--- src/rtl/uart_rx_sampler.sv ---
//==============================================================================
// Module   : uart_rx_sampler
// Purpose  : 8N1 UART receiver front end. Each bit is decided by a 3-sample
//            majority vote around its centre, and the received byte is held
//            in a valid/ready output register. Framing errors are reported as
//            a one-cycle pulse. A frame that completes while the previous byte
//            is still unconsumed sets a sticky overrun flag.
//
// Parameters
//   WAIT           clock cycles per bit (8..65535)
//
// Ports
//   clk            system clock
//   reset          synchronous active-high reset
//   uart_rx        serial line, already synchronised, idle high
//   rx_data  [7:0] last accepted byte (LSB received first)
//   rx_valid       rx_data holds an unconsumed byte
//   rx_ready       consumer accepts rx_data when rx_valid && rx_ready
//   framing_error  one-cycle pulse when the stop bit samples low
//   overrun        sticky, a good frame was dropped while rx_valid was held
//
// Revision : 1.0 - initial release
//==============================================================================
`default_nettype none

module uart_rx_sampler #(
   parameter int WAIT = 234
) (
   input  logic       clk,
   input  logic       reset,
   input  logic       uart_rx,
   output logic [7:0] rx_data,
   output logic       rx_valid,
   input  logic       rx_ready,
   output logic       framing_error,
   output logic       overrun
);

   // -------------------------------------------------------------------------
   // Constants
   // -------------------------------------------------------------------------
   localparam int c_H  = WAIT / 2;
   localparam int c_CW = $clog2(WAIT);

   // The counter holds the offset within the current bit. The three vote
   // samples are taken at offsets H-1, H and H+1, and the decision is made
   // at H+1 using the two stored samples plus the live line value.
   localparam logic [c_CW-1:0] c_SMP_A = c_CW'(c_H - 1);
   localparam logic [c_CW-1:0] c_SMP_B = c_CW'(c_H);
   localparam logic [c_CW-1:0] c_DEC   = c_CW'(c_H + 1);
   localparam logic [c_CW-1:0] c_LAST  = c_CW'(WAIT - 1);
   localparam logic [c_CW-1:0] c_ONE   = c_CW'(1);

   // -------------------------------------------------------------------------
   // State machine encoding
   // -------------------------------------------------------------------------
   typedef enum logic [1:0] {
      S_IDLE  = 2'd0,
      S_START = 2'd1,
      S_DATA  = 2'd2,
      S_STOP  = 2'd3
   } t_state;

   // -------------------------------------------------------------------------
   // Registers
   // -------------------------------------------------------------------------
   t_state            r_state;
   logic [c_CW-1:0]   r_cnt;
   logic [2:0]        r_bit_idx;
   logic              r_armed;
   logic              r_smp_a;
   logic              r_smp_b;
   logic [7:0]        r_shift;
   logic [7:0]        r_rx_data;
   logic              r_rx_valid;
   logic              r_framing_error;
   logic              r_overrun;

   // -------------------------------------------------------------------------
   // Combinational signals
   // -------------------------------------------------------------------------
   t_state            w_state_next;
   logic [c_CW-1:0]   w_cnt_next;
   logic [2:0]        w_bit_idx_next;
   logic              w_shift_en;
   logic              w_frame_good;
   logic              w_frame_bad;
   logic              w_at_dec;
   logic              w_at_last;
   logic              w_majority;
   logic              w_handshake;
   logic              w_load;

   assign w_at_dec   = (r_cnt == c_DEC);
   assign w_at_last  = (r_cnt == c_LAST);
   assign w_majority = (r_smp_a & r_smp_b) | (r_smp_a & uart_rx) | (r_smp_b & uart_rx);

   assign w_handshake = r_rx_valid & rx_ready;
   // A good frame is taken when the output register is empty or is being
   // drained in this very cycle; otherwise the new byte is dropped.
   assign w_load      = w_frame_good & (~r_rx_valid | w_handshake);

   // -------------------------------------------------------------------------
   // State register
   // -------------------------------------------------------------------------
   always_ff @(posedge clk) begin
      if (reset) begin
         r_state <= S_IDLE;
      end else begin
         r_state <= w_state_next;
      end
   end

   // -------------------------------------------------------------------------
   // Next-state and control decode
   // -------------------------------------------------------------------------
   always_comb begin
      w_state_next   = r_state;
      w_cnt_next     = r_cnt + c_ONE;
      w_bit_idx_next = r_bit_idx;
      w_shift_en     = 1'b0;
      w_frame_good   = 1'b0;
      w_frame_bad    = 1'b0;

      case (r_state)
         S_IDLE: begin
            w_cnt_next = '0;
            // The detection cycle is offset 0 of the start bit, so the
            // counter resumes at 1.
            if (r_armed && !uart_rx) begin
               w_state_next = S_START;
               w_cnt_next   = c_ONE;
            end
         end

         S_START: begin
            if (w_at_dec && w_majority) begin
               // Line recovered before the start bit centre: treat as noise.
               w_state_next = S_IDLE;
               w_cnt_next   = '0;
            end else if (w_at_last) begin
               w_state_next   = S_DATA;
               w_cnt_next     = '0;
               w_bit_idx_next = 3'd0;
            end
         end

         S_DATA: begin
            if (w_at_dec) begin
               w_shift_en = 1'b1;
            end
            if (w_at_last) begin
               w_cnt_next = '0;
               if (r_bit_idx == 3'd7) begin
                  w_state_next = S_STOP;
               end else begin
                  w_bit_idx_next = r_bit_idx + 3'd1;
               end
            end
         end

         S_STOP: begin
            // Leave mid-stop-bit so a fast transmitter's next start edge
            // is not missed.
            if (w_at_dec) begin
               w_frame_good = w_majority;
               w_frame_bad  = ~w_majority;
               w_state_next = S_IDLE;
               w_cnt_next   = '0;
            end
         end

         default: begin
            w_state_next = S_IDLE;
            w_cnt_next   = '0;
         end
      endcase
   end

   // -------------------------------------------------------------------------
   // Datapath and output registers
   // -------------------------------------------------------------------------
   always_ff @(posedge clk) begin
      if (reset) begin
         r_cnt           <= '0;
         r_bit_idx       <= 3'd0;
         r_armed         <= 1'b0;
         r_smp_a         <= 1'b1;
         r_smp_b         <= 1'b1;
         r_shift         <= 8'h00;
         r_rx_data       <= 8'h00;
         r_rx_valid      <= 1'b0;
         r_framing_error <= 1'b0;
         r_overrun       <= 1'b0;
      end else begin
         r_cnt     <= w_cnt_next;
         r_bit_idx <= w_bit_idx_next;

         // Stay disarmed until the line has been seen idle, so a line held
         // low through reset is never mistaken for a start bit.
         r_armed <= r_armed | uart_rx;

         if (r_cnt == c_SMP_A) begin
            r_smp_a <= uart_rx;
         end
         if (r_cnt == c_SMP_B) begin
            r_smp_b <= uart_rx;
         end

         if (w_shift_en) begin
            r_shift <= {w_majority, r_shift[7:1]};
         end

         r_framing_error <= w_frame_bad;

         if (w_load) begin
            r_rx_data  <= r_shift;
            r_rx_valid <= 1'b1;
         end else if (w_handshake) begin
            r_rx_valid <= 1'b0;
         end

         if (w_frame_good && r_rx_valid && !w_handshake) begin
            r_overrun <= 1'b1;
         end else if (w_handshake) begin
            r_overrun <= 1'b0;
         end
      end
   end

   // -------------------------------------------------------------------------
   // Outputs
   // -------------------------------------------------------------------------
   assign rx_data       = r_rx_data;
   assign rx_valid      = r_rx_valid;
   assign framing_error = r_framing_error;
   assign overrun       = r_overrun;

endmodule

`default_nettype wire

--- config.mk ---
export PLATFORM = sky130hd
export DESIGN_NAME = uart_rx_sampler
export DESIGN_NICKNAME = d
export VERILOG_FILES = /design/src/rtl/uart_rx_sampler.sv
export SDC_FILE = /design/constraint.sdc
export NUM_CORES = 1
export LEC_CHECK = 0
export CORE_ASPECT_RATIO = 1.2
export CORE_MARGIN = 2
export CORE_UTILIZATION = 26
export CTS_BUF_LIST = sky130_fd_sc_hd__clkbuf_4 sky130_fd_sc_hd__clkbuf_8
export CTS_CLUSTER_DIAMETER = 60
export DETAILED_ROUTE_END_ITERATION = 7
export PLACE_DENSITY = 0.54
export SYNTH_ARGS = -nofsm -noshare
export SYNTH_HDL_FRONTEND = slang
export SYNTH_SLANG_ARGS = --single-unit
--- constraint.sdc ---
create_clock -name clk -period 3.75 [get_ports clk]
set_clock_uncertainty 0.2 [all_clocks]
set_input_delay 0.375 -clock clk [delete_from_list [all_inputs] [get_ports clk]]
set_output_delay 0.375 -clock clk [all_outputs]
set_load 0.02 [all_outputs]
* Word-level counts from Yosys, hierarchy flattened
Index checks and enable logic that the tools add are counted.
** Storage, ports and cells
- Bits in registers :: 35
- Input port bits :: 4
- Output and inout bits :: 11
** Operators by class
- Add/sub/neg operators :: 2
- Equal/unequal tests :: 16
- Muxes and demuxes :: 24
- Bitwise logic cells :: 13
- Reductions and logical operators :: 13
** Operator list (count)
- $pmux 8 s4 :: 1
- $eq 8x7->1 const B :: 3
- $mux 8 :: 3
- $ne 2x2->1 const B :: 7
- $mux 2 :: 6
- $mux 3 :: 4
- $reduce_and 5->1 :: 2
- $add 8x1->8 const B :: 1
- $eq 8x8->1 const B :: 1
- $mux 1 :: 8
- $pmux 2 s4 :: 1
- $pmux 3 s2 :: 1
- $reduce_bool 2->1 :: 3
- $and 1x1->1 :: 5
- $eq 2x2->1 const B :: 2
- $logic_and 1x1->1 :: 4
- $not 1->1 :: 4
- $or 1x1->1 :: 4
- $add 3x1->3 const B :: 1
- $eq 3x3->1 const B :: 1
- $ne 3x3->1 const B :: 1
- $reduce_or 3->1 :: 1
- $eq 2x1->1 const B :: 1
- $logic_not 1->1 :: 2
- $logic_not 2->1 :: 1

* Depth between registers and ports, before layout
- Word-level depth :: 8
- Gate-level depth with buffers :: 6
- Gate-level depth less buffers :: 6

* Worst setup path after synthesis
OpenSTA, ideal clock, no wires.
- Kind :: register to register
- Start :: register r_cnt[0]
- End :: register r_cnt[1]
- Library setup time :: 0.133 ns
- Arrival :: 1.570 ns
- Setup slack :: 1.847 ns
- Cell stages (with the launch flop) :: 6
- Path buffers :: 0
- Period minus slack after synthesis :: 1.903 ns
- Cells stage by stage :: dfxtp_1 -> ha_1 -> nand3_1 -> or4_2 -> a21oi_2 -> nor3b_1
** On the way
- Cells in the longest elaborated chain, start to end :: 4
** RTL lines
- start, declared :: RTL line 68 : logic [c_CW-1:0] r_cnt;
- start signal, assigned :: RTL line 196 : r_cnt <= w_cnt_next;
- $add 8x1->8 (tied with other cells) :: RTL line 119 : w_cnt_next = r_cnt + c_ONE;
- $mux 8 / $logic_and 1x1->1 (equally long branches) :: RTL line 141, 152, 137
- $mux 8 :: RTL line 137 : if (w_at_dec && w_majority) begin
- $pmux 8 s4 * :: RTL line 125 : case (r_state)
Mark *: on every way between the ends. The rest lies on a longest branch, timed or not.
A chain may end at the register's enable or synchronous reset.

* Final worst setup path
- Start :: register r_cnt[0]
- End :: register r_cnt[3]
Same word-level chain as after synthesis.

==> flow_summary.toml <==
[worst_setup_path]
cp.arrival_ns = 2.13
critPathCaptureType = "register"
crit_type = "register to register"
start_kind = "register"
r2r_slack_ns = 1.58
startpoint = "r_cnt[0]"
worstSetupEndpoint = "r_cnt[3]"
required_ns = 3.70
worstPathMaxFanout = 7
crit-reg2reg-launch = "r_cnt[0]"
r2r-end = "r_cnt[3]"
worstRegToRegCells = 5

[synthesis]
synthMuxAreaShare_pct = 11.27
synth-compound-area-share_pct = 9.468
synth_cell_types = 42
yosysWarnings = 0
yosys.area_share.simple_pct = 22.77
synth_top_family_by_area = "simple AND/OR/NAND/NOR gates"
yosysSeqAreaShare_pct = 43.82
syn-cell-area_um2 = 1599
ys_ff_latch = 35
synth_nets = 177
syn_inst = 167
avgSynthCellArea_um2 = 9.575
synth_fa_ha_area_share_pct = 5.321
synthXorXnorAreaFrac_pct = 3.286

[min_path]
hold_path.class = "register to register"

[final_layout]
syn_to_final_growth_pct = 18.54
drive_gt1_share_pct = 10.99
final_cells = 264
finalNetCount = 191
final_cell_mix = "dfxtp_1, nand2_1, mux2i_1, nor2_1, clkdlybuf4s50_1"
diodes = 0
fill_cells = 652
layout_commonest_cell = "dfxtp_1"

[timing]
max-slew-margin-rel_pct = 54.36
hold_viol_final = 0
hold_ws_ns = 0.2582
tightest_slew_ns = 0.6790
rsz0062_at_grt = "no"
tns_ns = 0
slew_violations = 0
fin_crit_ns = 2.173
max_freq_ghz = 0.4603
finalCritPeriodShare_pct = 57.94
finalSetupViolations = 0

[global_route]
grt_pass1_vias = 1176
grt-ovfl-total = 0
grt_start_max_net_pins = 21
grt_pass1_wl_um = 5513
grt_usage_pct = 10.25
grt_antenna_before_repair = 0

[clock_network]
cts.repair.resized = 0
htree_levels = 2
cts_hold_buf = 0
cts_sinks = 35
insertion_delay_ns = 0.28
clock-root-buffer = "clkbuf_8"
post-cts-setup-buffers = 0
path_clk_slew_ns = 0.07
cts_made_buffers = 5
clk_path_buf_depth = 2
cts_tree = "done"

[detailed_routing]
ant_nets = 0
drtIter0Drc = 38
detail_route.first_pass.iterations = 4
via_per_inst = 4.534
drc = 0
wirelength_um = 3011
vias = 1197
avgRoutedWirePerCell_um = 11.41

[floorplanning]
ios = 15
die_x_um = 75.59
die_h_um = 89.91
start_util_pct = 26.77
core-area_um2 = 5973
die_area_um2 = 6796
std_cell_rows = 31

[place]
dp.cells = 256
port-buffer-count = 14
gp_congestion = 0.7483
dp_hpwl_um = 2169

[outcome]
status = "finished, final reports clean"

[power]
peakVddDrop_mv = 0.2055
cellPowerDensity_nw_per_um2 = 355.1
power.leakage_uw = 0.0007229

[run]
maxCapViolCount = 0
==> sequential cells by signal, summed over array words and instances (netlist names), named ones only <==
| name | cells |
|---|---|
| r_bit_idx | 3 |
| r_shift | 8 |
| r_state | 1 |
| rx_valid | 1 |
| r_armed | 1 |
| r_cnt | 8 |
| rx_data | 8 |
| framing_error | 1 |
| r_smp_a | 1 |
| overrun | 1 |
| r_smp_b | 1 |
==> synth_stat cells <==
cell	count	area, um^2
nor3_1	5	25.02
a211oi_1	3	22.52
buf_6	1	11.26
nor4_2	1	12.51
maj3_1	1	10.01
nand4_4	1	21.27
nor3b_1	1	7.510
nand4_2	1	12.51
a221oi_1	1	8.760
xnor2_1	2	17.52
a311oi_1	2	17.52
a31oi_1	3	18.77
mux2i_1	18	180.2
nand2_1	22	82.58
clkbuf_1	5	18.77
nor2b_1	2	12.51
nor4_1	1	6.260
and2_1	2	12.51
xor2_1	4	35.03
a21oi_2	1	8.760
nand3_1	7	35.03
inv_1	6	22.52
and4_2	1	10.01
nand2b_1	1	6.260
ha_1	6	75.07
buf_4	1	7.510
buf_2	1	5.000
or4_2	1	8.760
nor2_1	15	56.30
and4bb_1	1	12.51
nor3_4	1	16.27
o21ai_0	1	5.000
o2111ai_1	1	8.760
o31ai_2	1	12.51
nand4_1	2	12.51
a31o_2	1	8.760
a31oi_2	1	12.51
dfxtp_1	35	700.7
o21a_1	1	7.510
and3_2	1	7.510
and3_1	1	6.260
a21oi_1	4	20.02
==> worst max-delay path: stages (launching register included) <==
cell	delay, ns
dfxtp_1	0.43
ha_1	0.20
nand3_1	0.11
or4_2	0.62
a21oi_2	0.37
nor3_1	0.10
==> kinds of logic after synthesis <==
kind of cell,Yosys count
compound gates,20
flops,35
mux,18
buf+inv,14
fa+ha+maj,7
simple gates,67
xor+xnor,6
==> how the worst min path moves through the flow <==
stage / cells past startpoint / endpoint / slack (ns) / startpoint
finish: 2 / rx_data[6] / 0.26 / rx_data[6]
global route: 2 / rx_data[7] / 0.28 / rx_data[7]
CTS: 2 / rx_data[6] / 0.26 / rx_data[6]
detailed placement: 2 / rx_data[4] / 0.25 / rx_data[4]
global placement: 2 / rx_data[0] / 0.24 / rx_data[0]
floorplan: 2 / rx_data[0] / 0.24 / r_shift[0]
==> routing by layer <==
metal  part of all wire (%)  track usage, %
met5                      0               0
met4                    1.8           3.801
met3                    3.5           3.139
met2                     48           15.65
met1                     47           13.39
==> area by class of cell <==
class / count / area [um^2] / share of cell area, %
clock buffer: 7 / 83.83 / 4.422
timing repair buffer: 15 / 147.6 / 7.789
tap: 82 / 102.6 / 5.413
clock inverter: 1 / 5.005 / 0.2640
inverter: 6 / 22.52 / 1.188
multi-input combinational: 118 / 833.3 / 43.96
sequential: 35 / 700.7 / 36.96
==> metrics by stage <==
step	worst slack (ns)	power (uW)	area, um^2	utilization (%)
after global routing	1.441	703.6	1896	31.73
after CTS	1.555	680.3	1896	31.73
after detailed placement	1.276	407.4	1807	30.25
after global placement	1.326	408.1	1807	30.25
final	1.577	673.2	1896	31.73
after floorplan	1.847	399.0	1599	-
==> where the power goes <==
| group | switching (uW) | internal, uW | total [uW] |
|---|---|---|---|
| clock network | 130 | 145 | 275 |
| logic | 12.5 | 8.30 | 20.8 |
| registers | 3.83 | 374 | 378 |
| total | 146 | 527 | 673 |
Note: power is estimated with default switching activity, not from simulation.
==> patch: new RTL, same settings <==
Make the reset (`reset`) asynchronous in 2 clocked blocks. Comments in the files are not updated.
--- a/src/rtl/uart_rx_sampler.sv
+++ b/src/rtl/uart_rx_sampler.sv
@@ -105,3 +105,3 @@
    // -------------------------------------------------------------------------
-   always_ff @(posedge clk) begin
+   always_ff @(posedge clk or posedge reset) begin
       if (reset) begin
@@ -182,3 +182,3 @@
    // -------------------------------------------------------------------------
-   always_ff @(posedge clk) begin
+   always_ff @(posedge clk or posedge reset) begin
       if (reset) begin
Check against the original RTL: same outputs for any inputs over 10 cycles, from zero or initial values and one cycle with reset high; that may be too few to reach the edited logic, so the function may still have changed.
==> patch against the original RTL <==
Cell area up 6.3%; routed wire length decreased by 7.7%; combinational power down 14%; non-clock buffer count did not move; area after synthesis increased by 4.9%; setup slack gained 0.10 ns; synthesized cell count shrank 20%; sequential cell count unchanged; total power rose by 11%; worst hold slack better by 0.0073 ns.
==> patch: results (changes against the original RTL) <==
- Status: complete, no violations (unchanged)
- Share of cells above drive strength 1: 0.250 (was 0.110)
- Fraction of area in multi-input gates: 0.369 (was 0.440)
- DR vias/cell: 4.44 (was 4.53)
- Min-Delay Startpoint: r_armed (was rx_data[6])
- Crit Path Category: flip-flop to flip-flop (unchanged)
- CP startpoint: r_cnt[3] (was r_cnt[0])
- Cell Count Post-Placement: 229 (was 256)
- Register area share after synthesis: 0.523 (was 0.438)
- R2r setup slk: 1.68 ns (was 1.58 ns)
- Cells on worst reg2reg path: 4 (was 5)
- Final core utilization: 0.318 (was 0.317)
- Mean post-synth cell area: 12.6 sq um (was 9.58 sq um)
- Post-Place Setup Slack: 1.47 ns (was 1.28 ns)
- Compound-Gate Fraction of Synth Area: 0.0835 (was 0.0947)
- Clock buffer count: 5 (was 7)
- CP peak stage delay: 0.45 ns (was 0.62 ns)
- RD Place Congestion: 0.751 (was 0.748)
- Multi-input comb cells: 88 (was 118)
- FILL cells: 681 (was 652)
- Non-clock buffer share: 0.0733 (was 0.0779)
- Worst Hold End: r_armed (was rx_data[6])
- Syn Inst Count: 133 (was 167)
- R2r endpoint: rx_data[6] (was r_cnt[3])
- Dpl cell area: 1900 sq um (was 1810 sq um)
- Root Buffer: clkbuf_8 (unchanged)
- Slowest-stage cell, CP: dfrtp_1 (was or4_2)
- Max VDD drop: 0.000183 V (was 0.000205 V)
- DR iter-0 viols: 31 (was 38)
- XOR/XNOR share of the synthesized area: 0.0313 (was 0.0329)
- First-pass GRT wire length: 5110 um (was 5510 um)
- Aggregate global-route resource usage: 0.0893 (was 0.103)
- Sequential share of cell area: 0.436 (was 0.370)
- Hold_ws: 0.266 ns (was 0.258 ns)
- Final Net Count: 161 (was 191)
- Ranking of synthesized cells by area: dfrtp_1, mux2_2, mux2_4 (was dfxtp_1, mux2i_1, nand2_1)
- Crit Path Max Fanout: 8 (was 7)
- Reg2reg start: r_cnt[3] (was r_cnt[0])
- Mux share of post-synthesis cell area: 0.145 (was 0.113)
- Arr. time, crit path: 2.05 ns (was 2.13 ns)
- LEAKAGE: 0.907 nW (was 0.723 nW)
- Final Cycle Share: 0.552 (was 0.579)
- Routed wire length: 2780 um (was 3010 um)
- Adder-cell share of the synthesized area: 0.0529 (was 0.0532)
- Synth cell count leaders: dfrtp_1, mux2_2, nor2_1, mux2_4, nand3_1 (was dfxtp_1, nand2_1, mux2i_1, nor2_1, nand3_1)
- Largest net degree at the start of global routing: 36 (was 21)
- DR WL/cell: 11.7 um (was 11.4 um)
- Clock network share of area: 0.0578 (was 0.0469)
- Hold Path Stages: 1 (was 2)
- Actual slew at the worst max-slew pin: 0.542 ns (was 0.679 ns)
- Distinct cell type count after synthesis: 40 (was 42)
- Dpl hpwl: 1980 um (was 2170 um)
- Post-CTS sizing: 0 (unchanged)
- Flip-flop and latch count: 35 (unchanged)
- Number of global-route vias before repair: 1109 (was 1176)
- Async S/R FF share, synth: 1.00 (was 0)
- Net Count, Synth: 143 (was 177)
## patch: cell types whose count changed after synthesis, sizes merged, moves of 4 or more
cell,change
mux2i,-18
mux2,+19
nor2,-5
nor3,-5
clkbuf,-4
dfxtp,-35
nand2,-19
dfrtp,+33
## patch: metal layers
metal / vias up / share of wire / track usage
li1: 510 / - / -
met1: 519 / 0.46 / 0.110
met2: 16 / 0.49 / 0.144
met3: 7 / 0.032 / 0.0266
met4: 0 / 0.021 / 0.0402
met5: - / 0 / 0
## patch: kinds of logic (layout without fill, tap and decap cells)
group                      Yosys count  in the layout
and+or+nand+nor                     37             37
buffers and inverters               10             29
xor gates and xnor gates             6              6
muxes                               19             19
AOI/OAI and AO/OA                   19             19
adders and majority gates            7              7
DFF                                 35             35
## patch: power breakdown
group	internal [mW]	switching, mW
combinational	0.00664	0.0112
sequential	0.379	0.00105
clock	0.201	0.145
## patch: critical path: cells and delay by family, from the launching register on
family	cells	cell delay, ns
DFF	1	0.45
muxes	1	0.32
and+or+nand+nor	3	0.99
